**src/rtl/tetris_cmd_scheduler.sv**
```systemverilog
// Tetris command scheduler: merges gravity drops, button commands and UART
// commands into the single one-cycle ctrl stream consumed by the tetris core.
// Gravity wins over user sources; button and UART share round-robin.
// Optional build macro SCHED_SOFT_DROP_EN adds a soft_drop input that forces
// the fastest gravity period while held.
module tetris_cmd_scheduler #(
    parameter int unsigned      CMD_W     = 4,
    parameter logic [CMD_W-1:0] DROP_CODE = CMD_W'(3),
    parameter int unsigned      TICK_BASE = 25000000,
    parameter int unsigned      TICK_STEP = 2000000,
    parameter int unsigned      TICK_MIN  = 2500000
) (
    input  logic             clk_50MHz,
    input  logic             reset_n,
    input  logic             run,
    input  logic             ready,
    input  logic [3:0]       level,
`ifdef SCHED_SOFT_DROP_EN
    input  logic             soft_drop,
`endif
    input  logic             btn_valid,
    input  logic [CMD_W-1:0] btn_cmd,
    input  logic             uart_valid,
    input  logic [CMD_W-1:0] uart_cmd,
    output logic [CMD_W-1:0] ctrl,
    output logic [1:0]       grant_src,
    output logic             busy,
    output logic [7:0]       drop_cnt
);

    typedef enum logic [1:0] {
        ST_IDLE,
        ST_ISSUE,
        ST_WAIT
    } state_t;

    localparam logic [1:0] SRC_GRAV = 2'b01;
    localparam logic [1:0] SRC_BTN  = 2'b10;
    localparam logic [1:0] SRC_UART = 2'b11;

    state_t state, next_state;

    logic [31:0]      level_sub;
    logic [31:0]      period;
    logic [31:0]      timer;
    logic             timer_fire;
    logic             grav_pend;

    logic             btn_full;
    logic [CMD_W-1:0] btn_code;
    logic             uart_full;
    logic [CMD_W-1:0] uart_code;
    logic             rr_uart;

    logic             grant_grav;
    logic             grant_btn;
    logic             grant_uart;
    logic             grant_any;

    logic             btn_req;
    logic             uart_req;
    logic             btn_drop;
    logic             uart_drop;
    logic [8:0]       drop_sum;

    logic [CMD_W-1:0] cmd_q;

    // Drop period shrinks with level but never below the floor; guard the subtraction against underflow
    always_comb begin
        level_sub = 32'(level) * TICK_STEP;
        if ((level_sub < TICK_BASE) && ((TICK_BASE - level_sub) > TICK_MIN)) begin
            period = TICK_BASE - level_sub;
        end else begin
            period = TICK_MIN;
        end
`ifdef SCHED_SOFT_DROP_EN
        if (soft_drop) begin
            period = TICK_MIN;
        end
`endif
    end

    // Using >= lets a level change that shrinks the period below the current count fire immediately
    assign timer_fire = (timer >= (period - 32'd1));

    // Gravity timer and pending bit; a fire while still pending simply coalesces
    always_ff @(posedge clk_50MHz) begin
        if (!reset_n || !run) begin
            timer     <= 32'd0;
            grav_pend <= 1'b0;
        end else begin
            timer     <= timer_fire ? 32'd0 : timer + 32'd1;
            grav_pend <= timer_fire | (grav_pend & ~grant_grav);
        end
    end

    assign btn_req   = btn_valid && (btn_cmd != '0);
    assign uart_req  = uart_valid && (uart_cmd != '0);
    assign btn_drop  = btn_req && btn_full && !grant_btn;
    assign uart_drop = uart_req && uart_full && !grant_uart;
    assign drop_sum  = {1'b0, drop_cnt} + {8'd0, btn_drop} + {8'd0, uart_drop};

    // User request slots: a slot freed by this cycle's grant may refill in the same cycle
    always_ff @(posedge clk_50MHz) begin
        if (!reset_n) begin
            btn_full  <= 1'b0;
            btn_code  <= '0;
            uart_full <= 1'b0;
            uart_code <= '0;
            drop_cnt  <= 8'd0;
        end else begin
            if (btn_req && (!btn_full || grant_btn)) begin
                btn_full <= 1'b1;
                btn_code <= btn_cmd;
            end else if (grant_btn) begin
                btn_full <= 1'b0;
            end
            if (uart_req && (!uart_full || grant_uart)) begin
                uart_full <= 1'b1;
                uart_code <= uart_cmd;
            end else if (grant_uart) begin
                uart_full <= 1'b0;
            end
            drop_cnt <= drop_sum[8] ? 8'hFF : drop_sum[7:0];
        end
    end

    // Granted command, its source and the round-robin pointer are latched at the grant edge
    always_ff @(posedge clk_50MHz) begin
        if (!reset_n) begin
            cmd_q     <= '0;
            grant_src <= 2'b00;
            rr_uart   <= 1'b0;
        end else if (grant_any) begin
            if (grant_grav) begin
                cmd_q     <= DROP_CODE;
                grant_src <= SRC_GRAV;
            end else if (grant_btn) begin
                cmd_q     <= btn_code;
                grant_src <= SRC_BTN;
                rr_uart   <= 1'b1;
            end else begin
                cmd_q     <= uart_code;
                grant_src <= SRC_UART;
                rr_uart   <= 1'b0;
            end
        end
    end

    // FSM state register
    always_ff @(posedge clk_50MHz) begin
        if (!reset_n) begin
            state <= ST_IDLE;
        end else begin
            state <= next_state;
        end
    end

    // Arbitration and next-state logic; grants happen only from IDLE with the core ready
    always_comb begin
        grant_grav = 1'b0;
        grant_btn  = 1'b0;
        grant_uart = 1'b0;
        next_state = state;
        case (state)
            ST_IDLE: begin
                if (ready) begin
                    if (grav_pend) begin
                        grant_grav = 1'b1;
                    end else if (btn_full && (!uart_full || !rr_uart)) begin
                        grant_btn = 1'b1;
                    end else if (uart_full) begin
                        grant_uart = 1'b1;
                    end
                end
                if (grant_grav || grant_btn || grant_uart) begin
                    next_state = ST_ISSUE;
                end
            end
            ST_ISSUE: next_state = ST_WAIT;
            ST_WAIT: begin
                if (ready) begin
                    next_state = ST_IDLE;
                end
            end
            default: next_state = ST_IDLE;
        endcase
    end

    assign grant_any = grant_grav | grant_btn | grant_uart;

    // Outputs: ctrl carries the code only during the single ISSUE cycle
    always_comb begin
        ctrl = '0;
        busy = 1'b0;
        if (state == ST_ISSUE) begin
            ctrl = cmd_q;
        end
        if (state != ST_IDLE) begin
            busy = 1'b1;
        end
    end

endmodule
```
**config.mk**
```make
export PLATFORM = sky130hd
export DESIGN_NAME = tetris_cmd_scheduler
export DESIGN_NICKNAME = d
export VERILOG_FILES = /design/src/rtl/tetris_cmd_scheduler.sv
export SDC_FILE = /design/constraint.sdc
export NUM_CORES = 1
export LEC_CHECK = 0
export CORE_ASPECT_RATIO = 0.75
export CORE_MARGIN = 2
export CORE_UTILIZATION = 30
export DETAILED_ROUTE_END_ITERATION = 7
export PLACE_DENSITY = 0.47
export SLEW_MARGIN = 20
export SYNTH_ARGS = -nofsm -noshare
export SYNTH_HDL_FRONTEND = slang
export SYNTH_SLANG_ARGS = --single-unit
```
**constraint.sdc**
```tcl
create_clock -name clk_50MHz -period 7.4 [get_ports clk_50MHz]
set_clock_uncertainty 0.15 [all_clocks]
set_input_delay 1.11 -clock clk_50MHz [delete_from_list [all_inputs] [get_ports clk_50MHz]]
set_output_delay 1.11 -clock clk_50MHz [all_outputs]
set_load 0.02 [all_outputs]
```
-- Word level (Yosys, flattened, before mapping)
Cells that the tools add are included.
- register bits after elaboration: 60
- input port bits: 18
- output and inout bits: 15
- word-level logic and storage cells: 92
- $add $sub $neg: 5
- $mul: 1
- order comparisons: 3
- eq/ne operators: 4
- mux-type cells: 31
- bitwise logic cells: 5
- reductions and logical operators: 32
- operators by type and width (cell ; count):
    $add A32 B1 Y32 const B ; 1
    $ge A32 B32 Y1 ; 1
    $gt A32 B22 Y1 const B ; 1
    $mux W32 ; 1
    $sub A32 B1 Y32 const B ; 1
    $sub A25 B25 Y26 const A ; 1
    $lt A25 B25 Y1 const B ; 1
    $mux W1 ; 22
    $mul A4 B14 Y18 const B ; 1
    $mux W4 ; 3
    $logic_and A1 B1 Y1 ; 10
    $add A8 B1 Y9 ; 1
    $add A9 B1 Y9 ; 1
    $mux W8 ; 1
    $reduce_bool A4 Y1 ; 2
    $logic_not A1 Y1 ; 7
    $logic_or A1 B1 Y1 ; 6
    $mux W2 ; 3
    $pmux W2 S3 ; 1
    $reduce_bool A2 Y1 ; 3
    $ne A2 B2 Y1 const B ; 2
    $reduce_and A2 Y1 ; 2
    $or A1 B1 Y1 ; 3
    $eq A2 B1 Y1 const B ; 1
    other kinds (5) ; 5

-- Logic depth before layout (Yosys ltp)
- depth after elaboration: 13
- depth in mapped cells: 22

-- Least setup slack after synthesis
No wires, ideal clock.
- path type: input-to-reg
- start: input level[1]
- end: register timer[10]
- library setup time: 0.065 ns
- arrival: 5.639 ns
- required time: 7.185 ns
- slack: 1.546 ns
- stages: 21
- path buffers: 1
- cell sequence: fa_1 -> inv_1 -> fa_1 -> inv_1 -> ha_1 -> xor2_1 -> nand3_1 -> nor3_1 -> a21oi_1 -> or3_4 -> a32o_2 -> a21boi_1 -> ha_1 -> a21o_1 -> a21o_1 -> a21oi_1 -> o32a_1 -> nand4_1 -> a211o_1 -> clkbuf_1 -> nor2_1
- longest elaborated chain between the ends: 8
- elaborated cells between the ends (all ways): 9
- ends and longest elaborated chain (element ; RTL line ; RTL):
    from (decl) ; 17 ; input logic [3:0] level,
    $mul A4 B14 Y18 * ; 70 ; level_sub = 32'(level) * TICK_STEP;
    $sub A25 B25 Y26 ; 71, 72 ;
    $gt A32 B22 Y1 ; 71 ; if ((level_sub < TICK_BASE) && ((TICK_BASE - level_sub) > TICK_MIN)) begin
    $logic_and A1 B1 Y1 ; 71 ;
    $mux W32 * ; 71 ;
    $sub A32 B1 Y32 * ; 84 ; assign timer_fire = (timer >= (period - 32'd1));
    $ge A32 B32 Y1 * ; 84 ;
    $reduce_or A2 Y1 (no line) * ; -- ;
    to (signal assigned) ; 92 ; timer <= timer_fire ? 32'd0 : timer + 32'd1;
    to (decl) ; 45 ; logic [31:0] timer;
Every way passes the cells marked *; elsewhere a longest branch is shown, timed or not.
A chain may end at the register's enable or synchronous reset.

-- Worst setup path after layout
- start: input level[1]
- end: register timer[24]
The elaborated chain is that of the path after synthesis.

==> flow_metrics.tcl <==
set metrics [dict create \
    outcome "completed" \
    synthMuxAreaShare_pct 0.878 \
    first_pass_iters 5 \
    p_leak_uw 0.00204 \
    timing.final.crit_period_ps 6710 \
    cp_top_family "adder cells" \
    gp_congestion 0.770 \
    portBuffers 32 \
    cts.clk_slew.worst_paths_ps 50 \
    yosysUniqueCellTypes 67 \
    clk_path_buf_depth 2 \
    diodes 0 \
    postCtsSetupBuffers 0 \
    synth_flop_cell "dfxtp_1" \
    clock-root-buffer "clkbuf_16" \
    fp.coreArea_mm2 0.0144 \
    cts_num_sinks 60 \
    dieArea_mm2 0.0157 \
    synth_common_cells "nor2_1 (66), dfxtp_1 (60), ha_1 (47), a21oi_1 (40), nand3_1 (40)" \
    async_flop_share_pct 0 \
    fmax_mhz 149 \
    timing.critical_path.arrival_ps 6820 \
    setup_viol 0 \
    start_kind "primary input" \
    highest_layer "met4" \
    synth_cells 526 \
    met2_length_mm 3.92 \
    endpoint_kind "flip-flop" \
    synth-simple-area-share_pct 25.3 \
    setup-tns-final_ps 0 \
    yosys.area.top_type "dfxtp_1" \
    syn_to_final_growth_pct 18.6 \
    rsz0062_at_grt "false" \
    grt_usage_pct 13.7 \
    dpl.hpwl_mm 8.07 \
    worstPathBufferInverterCount 4 \
    relSlewSlack_pct 53.8 \
    fin_area_mm2 0.00524 \
    synth.most_common_cell "nor2_1" \
    yosys-top-cells-area "dfxtp_1 (27%), ha_1 (13%), xor2_1 (6.3%)" \
    syn_nets 597 \
    grt_pass1_wl_mm 16.9 \
    cpPeakStageDelay_ps 640 \
    ctsResizeCount 0 \
    num_rows 38 \
    ios 33 \
    worstMarginPinSlew_ps 689 \
    avgViaCountPerCell 4.83 \
    synthAdderAreaFrac_pct 16.0 \
    hold_viol 0 \
    first_global_vias 3374 \
    avgSynthCellArea_um2 8.39 \
    grt_max_degree 33 \
    synth_edf_count 0 \
    wirelength_met1_mm 5.87 \
    crit_chain "clkdlybuf4s50_1, fa_1, inv_1, fa_1, inv_1, ha_1, xor2_1, nand3_1, nor3_1, and3_1, a32o_2, a21boi_1, ha_1, a21o_1, a21o_1, a21oi_1, o32a_1, nand4_1, a211o_1, buf_4, nor2_1" \
    dr_wl_met3_um 299 \
    insertion_delay_ps 320 \
    ctsHoldBuffers 0 \
    fp.dieH_um 109 \
    placed_area_mm2 0.00497 \
    place_inst 753 \
    powerDensity_mw_per_mm2 203 \
    synth-seq-area-share_pct 27.2 \
    finalNetCount 635 \
    synth_top_family_by_area "simple AND/OR/NAND/NOR gates" \
    drc 0 \
    yosys_warnings 0 \
    fillers 1487 \
    final_max_slew_viol_count 0 \
    cpMaxStageDelayCell "fa_1" \
    cap_viol_max_count 0 \
    die_x_um 144 \
    peakVddDrop_uv 142 \
    required_ps 7510 \
    crit_type "in2reg" \
    routed_wl_mm 10.2 \
    num_vias 3709 \
    period_share_pct 90.7 \
    synth_compound_area_share_pct 17.1 \
    antenna_found_initial 0 \
    layout.cells.non_filler 768 \
    drive_gt1_share_pct 6.87 \
    synth.ff_latch_count 60 \
    start_util_pct 30.6 \
    cts_tree "done" \
    drt_iter0_drc 183 \
    cp_max_fo 32 \
    synth_area_mm2 0.00442 \
    hp-class "reg2reg" \
    h-tree-depth 3 \
    yosysTopAreaCellShare_pct 27.2 \
    wl_per_cell_um 13.3 \
    gr-total-overflow 0 \
    ant_nets 0 \
    cts_buffers 9 \
    yosys.area_share.xor_xnor_pct 10.7 \
]
[cells in the final DEF, fill, tap and decap left out, drive strengths merged, types with 4 or more instances in the layout]
cell           count
a211oi             4
a21boi             5
a21o               8
a21oi             40
a31oi              4
and2              10
and3               7
and4               4
buf                5
clkbuf            13
clkdlybuf4s50     32
dfxtp             60
fa                 6
ha                47
inv               18
nand2             35
nand2b            10
nand3             40
nand4             11
nor2              67
nor2b              6
nor3              10
nor3b              4
o21ai             25
o22ai              4
xnor2             21
xor2              32
[sequential cells by signal, indices dropped and copies added (netlist names), 2 cells and up]
signal / cells
uart_code: 4
btn_code: 4
cmd_q: 4
state: 2
grant_src: 2
drop_cnt: 8
timer: 32
[report_power, final]
group | total [uW] | leakage, uW | switching (uW) | internal (uW)
clock network | 378 | 0.000135 | 136 | 241
registers | 339 | 0.000487 | 6.25 | 332
logic | 348 | 0.00142 | 203 | 145
[worst min-delay path, cell delays in order, from the launching register on]
cell     delay (ps)
dfxtp_1         310
nand2_1          50
a21oi_1          50
[logic make-up after synthesis]
logic type	Yosys count
and+or+nand+nor	217
AOI/OAI and AO/OA	111
DFF	60
xor gates and xnor gates	53
adders and majority gates	53
buffers and inverters	29
muxes	3
[per-stage QoR]
step	hold slack [ps]	power [uW]	utilization (%)	worst slack, ps
global route	334	1140	36.4	240
floorplan	268	615	-	1550
global placement	279	691	34.5	427
finish	310	1060	36.4	689
CTS	313	1080	36.4	647
detailed placement	297	694	34.5	357
[worst paths after layout]
path | startpoint | endpoint | slack [ps] | cells after the start
hold / removal | btn_code[0] | btn_code[0] | 310 | 2
hold reg to reg | btn_code[0] | btn_code[0] | 310 | 2
setup / recovery | level[1] | timer[24] | 690 | 21
setup reg to reg | state[1] | drop_cnt[0] | 4290 | 12
[routing by layer]
layer,track usage [%],vias to the layer above
met1,21.2,1687
met5,0,-
met3,3.03,10
li1,-,1969
met2,18.6,43
met4,3.57,0
[layout make-up]
cell class	count	area, um^2	area share, %
clock inverters	2	10.0	0.191
multi-input cells	437	3090	58.9
flip-flops and latches	60	1200	22.9
well taps	200	250	4.78
repair buffers	37	358	6.83
clock buffers	13	260	4.97
inverters	19	71.3	1.36
Note: power is estimated with default switching activity, not from simulation.
==> edit 1: new RTL, same settings <==
Make the reset (`reset_n`) asynchronous in 3 clocked blocks.
--- a/src/rtl/tetris_cmd_scheduler.sv
+++ b/src/rtl/tetris_cmd_scheduler.sv
@@ -103,3 +103,3 @@
     // User request slots: a slot freed by this cycle's grant may refill in the same cycle
-    always_ff @(posedge clk_50MHz) begin
+    always_ff @(posedge clk_50MHz or negedge reset_n) begin
         if (!reset_n) begin
@@ -128,3 +128,3 @@
     // Granted command, its source and the round-robin pointer are latched at the grant edge
-    always_ff @(posedge clk_50MHz) begin
+    always_ff @(posedge clk_50MHz or negedge reset_n) begin
         if (!reset_n) begin
@@ -150,3 +150,3 @@
     // FSM state register
-    always_ff @(posedge clk_50MHz) begin
+    always_ff @(posedge clk_50MHz or negedge reset_n) begin
         if (!reset_n) begin
Behaviour: differs if reset_n is asserted again (counterexample within 4 cycles, from zero or initial values and one cycle with reset_n low); with reset_n held inactive, the same outputs for 10 cycles.
==> edit 1 against the unedited design <==
Sequential cell count is the same; clock power is 17% higher; setup slack got worse by 0.20 ns; area after synthesis rose by 5.2%; power grew 41%; synthesized cell count decreased by 5.5%; wire length rose by 1.2%; design area is 6.3% higher; combinational power grew 76%; core utilization is 0.34 points higher; die area increased by 5.0%; critical path type unchanged; critical endpoint is now timer[29]; largest cell class unchanged.
==> edit 1: results <==
[routing]
routedWlPerCell_um = 13.7
dr.max_layer_used = "met4"
met1_length_um = 5750
wl_met2_um = 4230
avgViaCountPerCell = 4.80
drt_iter0_markers = 172
routed-wl-met3_um = 272
first_pass_iters = 4

[synthesis]
ys_warn_count = 0
ys_types = 65
ys_seq_area_frac = 0.288
ys_top_cells_by_count = "47 x ha_1, 40 x nand2_1, 34 x nor2_1"
synthCells = 497
yosys-top-cells-area = "dfrtp_1 15%, dfxtp_1 14%, ha_1 13%"
synth_ff_type = "dfxtp_1"
synth.most_common_cell = "ha_1"
async_flop_share = 0.450
synth.net_count = 568

[setup_path]
crit_slowest_cell = "or4b_4"
cp_max_fo = 11
cp_data_arrival_time_ns = 7.03
critPathTopFamily = "compound AO/OA/AOI/OAI gates"

[cells_and_area]
nFillCells = 1534
fin_cells = 755
nets = 616
drive_above_1_share = 0.158
diodes = 0

[timing]
slew_headroom = 0.467

[run_status]
outcome = "complete, no violations"

[global_route]
grt_usage = 0.132
met3_usage = 0.0377
antenna_found_initial = 0
grtUsageMet2 = 0.185
grt_pass1_wl_um = 17700
met1_usage = 0.200
grt_pass1_vias = 3559
grt_max_degree = 29

[clocking]
root_buffer = "clkbuf_16"
post_cts_buffers = 0
worstSkewPairLatency_ns = 0.33
cts_buffer_depth = 2
cts_resized = 0
h-tree-depth = 3

[place]
gp_congestion = 0.784
place_inst = 738
dp_hpwl_um = 8150

[pwr]
ir_drop_v = 0.000134
leakagePower_nw = 2.26
powerClk_uw = 443
total_power_mw = 1.50
cell_internal_pwr_uw = 978
p_seq_frac = 0.298

[worst_hold_path]
hp-class = "register to register"
[edit 1: cell count changes in the layout (fill, tap and decap cells not counted), moves of 6 or more]
cell	change
a21oi_1	-23
buf_4	+9
dfrtp_1	+27
dfxtp_1	-27
mux2_2	+11
nand2_1	+6
nand2b_1	-6
nand3_1	-21
nand4_1	+12
nor2_1	-32
nor2_4	+24
o21ai_1	-7
[edit 1: worst paths after layout]
path,from,end,slack (ns),depth (start not counted)
worst max-delay path,level[2],timer[29],0.48,21
worst min-delay path,timer[0],timer[0],0.33,1
worst max register to register,timer[23],timer[3],4.49,8
worst min register to register,timer[0],timer[0],0.33,1
max in group asynchronous,reset_n,drop_cnt[4],5.81,2
min in group asynchronous,reset_n,cmd_q[0],1.01,2
[edit 1: per-stage QoR]
step                      setup WS (ns)  cell area (µm²)  hold slack (ns)  utilization
after global placement            0.130             5240            0.315        0.345
after CTS                         0.366             5560            0.330        0.366
after global routing              0.102             5570            0.353        0.367
after detailed placement         0.0466             5240            0.320        0.345
after floorplan                    1.15             4650            0.289            -
final                             0.485             5570            0.325        0.367
[edit 1: cells by family (layout without fill, tap and decap cells)]
family	after synthesis	in the layout	share of synthesized area
adders and majority gates	53	53	0.152
AOI/OAI and AO/OA	88	88	0.133
muxes	16	16	0.0374
DFF	60	60	0.288
and+or+nand+nor	201	201	0.259
buffers and inverters	29	82	0.0366
xor gates and xnor gates	50	50	0.0943
[edit 1: layout make-up]
cell class / instances / area share
multi-input cells: 408 / 0.564
well taps: 205 / 0.0460
flip-flops and latches: 60 / 0.240
clock buffers: 11 / 0.0436
inverters: 19 / 0.0128
clock inverters: 5 / 0.0135
repair buffers: 47 / 0.0804
==> edit 2: new RTL, config.mk and constraints unchanged <==
Made on the original files. The option `SCHED_SOFT_DROP_EN` is turned on by a define.
--- a/src/rtl/tetris_cmd_scheduler.sv
+++ b/src/rtl/tetris_cmd_scheduler.sv
@@ -5,2 +5,4 @@
 // the fastest gravity period while held.
+`define SCHED_SOFT_DROP_EN
+
 module tetris_cmd_scheduler #(
Ports: changed (added soft_drop); port bits go from 33 to 34. No check against the original RTL was run, so the function may have changed too.
==> edit 2 against the unedited design <==
Wire length grew 34%; power grew 19%; non-clock buffer count is 77 higher; die area grew 10%; design area increased by 32%; setup slack worse by 0.59 ns; via count up 27%; sequential cell count stayed put; area after synthesis increased by 11%; core utilization grew 7.1 points; count of clock-buffer cells in the layout is 2 lower; register-to-register slack got worse by 0.17 ns; critical path type unchanged; critical endpoint is now grav_pend.
==> edit 2: results <==
[pwr]
leakagePower_nw = 2.61
netSwitchingFraction = 0.311
p_clk_frac = 0.351

[synthesis]
yosys.area_share.xor_xnor = 0.106
ys_types = 72
synth_fa_ha_area_frac = 0.152
synthMuxAreaShare = 0.00870

[routing]
avgViaCountPerCell = 5.21
routedWlPerCell_um = 15.1
drt_iter0_markers = 229

[setup_path]
reg2reg_from = "timer[25]"
cp_data_arrival_time_ns = 7.37
startpoint = "level[3]"
critPathTopFamily = "compound AO/OA/AOI/OAI gates"

[cells_and_area]
drive_above_1_share = 0.250
nets = 760

[global_route]
met1_usage = 0.249
grt_max_degree = 32
grtUsageMet2 = 0.227
grt_usage = 0.161

[timing]
period_minus_slack_ns = 7.30
slew_headroom = 0.0880

[run_status]
outcome = "complete, no violations"

[place]
dpl_worst_slack_ns = -0.841
dp_hpwl_um = 10200
io_buffers = 33
gp_congestion = 0.804
edit 2: cell type report:
| cell class | instances | area, µm² |
|---|---|---|
| Clock inverter | 5 | 75.1 |
| Clock buffer | 11 | 243 |
| Inverter | 22 | 82.6 |
| Tap cell | 210 | 263 |
| Multi-Input combinational cell | 479 | 4040 |
| Timing Repair Buffer | 114 | 1030 |
| Sequential cell | 60 | 1200 |
| Fill cell | 1539 | 9030 |
edit 2: what timing repair did:
item / in CTS / in global routing
gates resized for setup: 46 / 54
pin swaps: 21 / 42
endpoints found under the setup margin: 33 / 33
buffers inserted: 5 / 3
cloned: 3 / 0
edit 2: worst min path at each step:
stage                  from  slack [ns]            to  cells after the start
5_1_grt        uart_code[3]        0.33  uart_code[3]                      2
2_1_floorplan   btn_code[2]        0.29   btn_code[2]                      2
6_report        btn_code[1]        0.31   btn_code[1]                      2
3_3_place_gp   uart_code[3]        0.30  uart_code[3]                      2
4_1_cts        uart_code[3]        0.32  uart_code[3]                      2
3_5_place_dp    btn_code[1]        0.31   btn_code[1]                      2
edit 2: logic make-up (layout without fill, tap and decap cells):
logic type,count (synthesis),after routing
and+or+nand+nor,239,239
AOI/OAI and AO/OA,121,121
DFF,60,60
xor gates and xnor gates,59,59
adders and majority gates,56,56
buffers and inverters,50,152
muxes,4,4
edit 2: per-layer routing:
layer  wire length, µm  part of all wire
met5                 0                 0
met4                90            0.0066
met3               458             0.034
met2              5660              0.42
met1              7390              0.54
edit 2: metrics by stage:
stage                     cell area (µm²)  instances
final                                6930        901
after global routing                 6930        901
after CTS                            6550        898
after detailed placement             5970        874
after global placement               5970        874
after floorplan                      4960        589
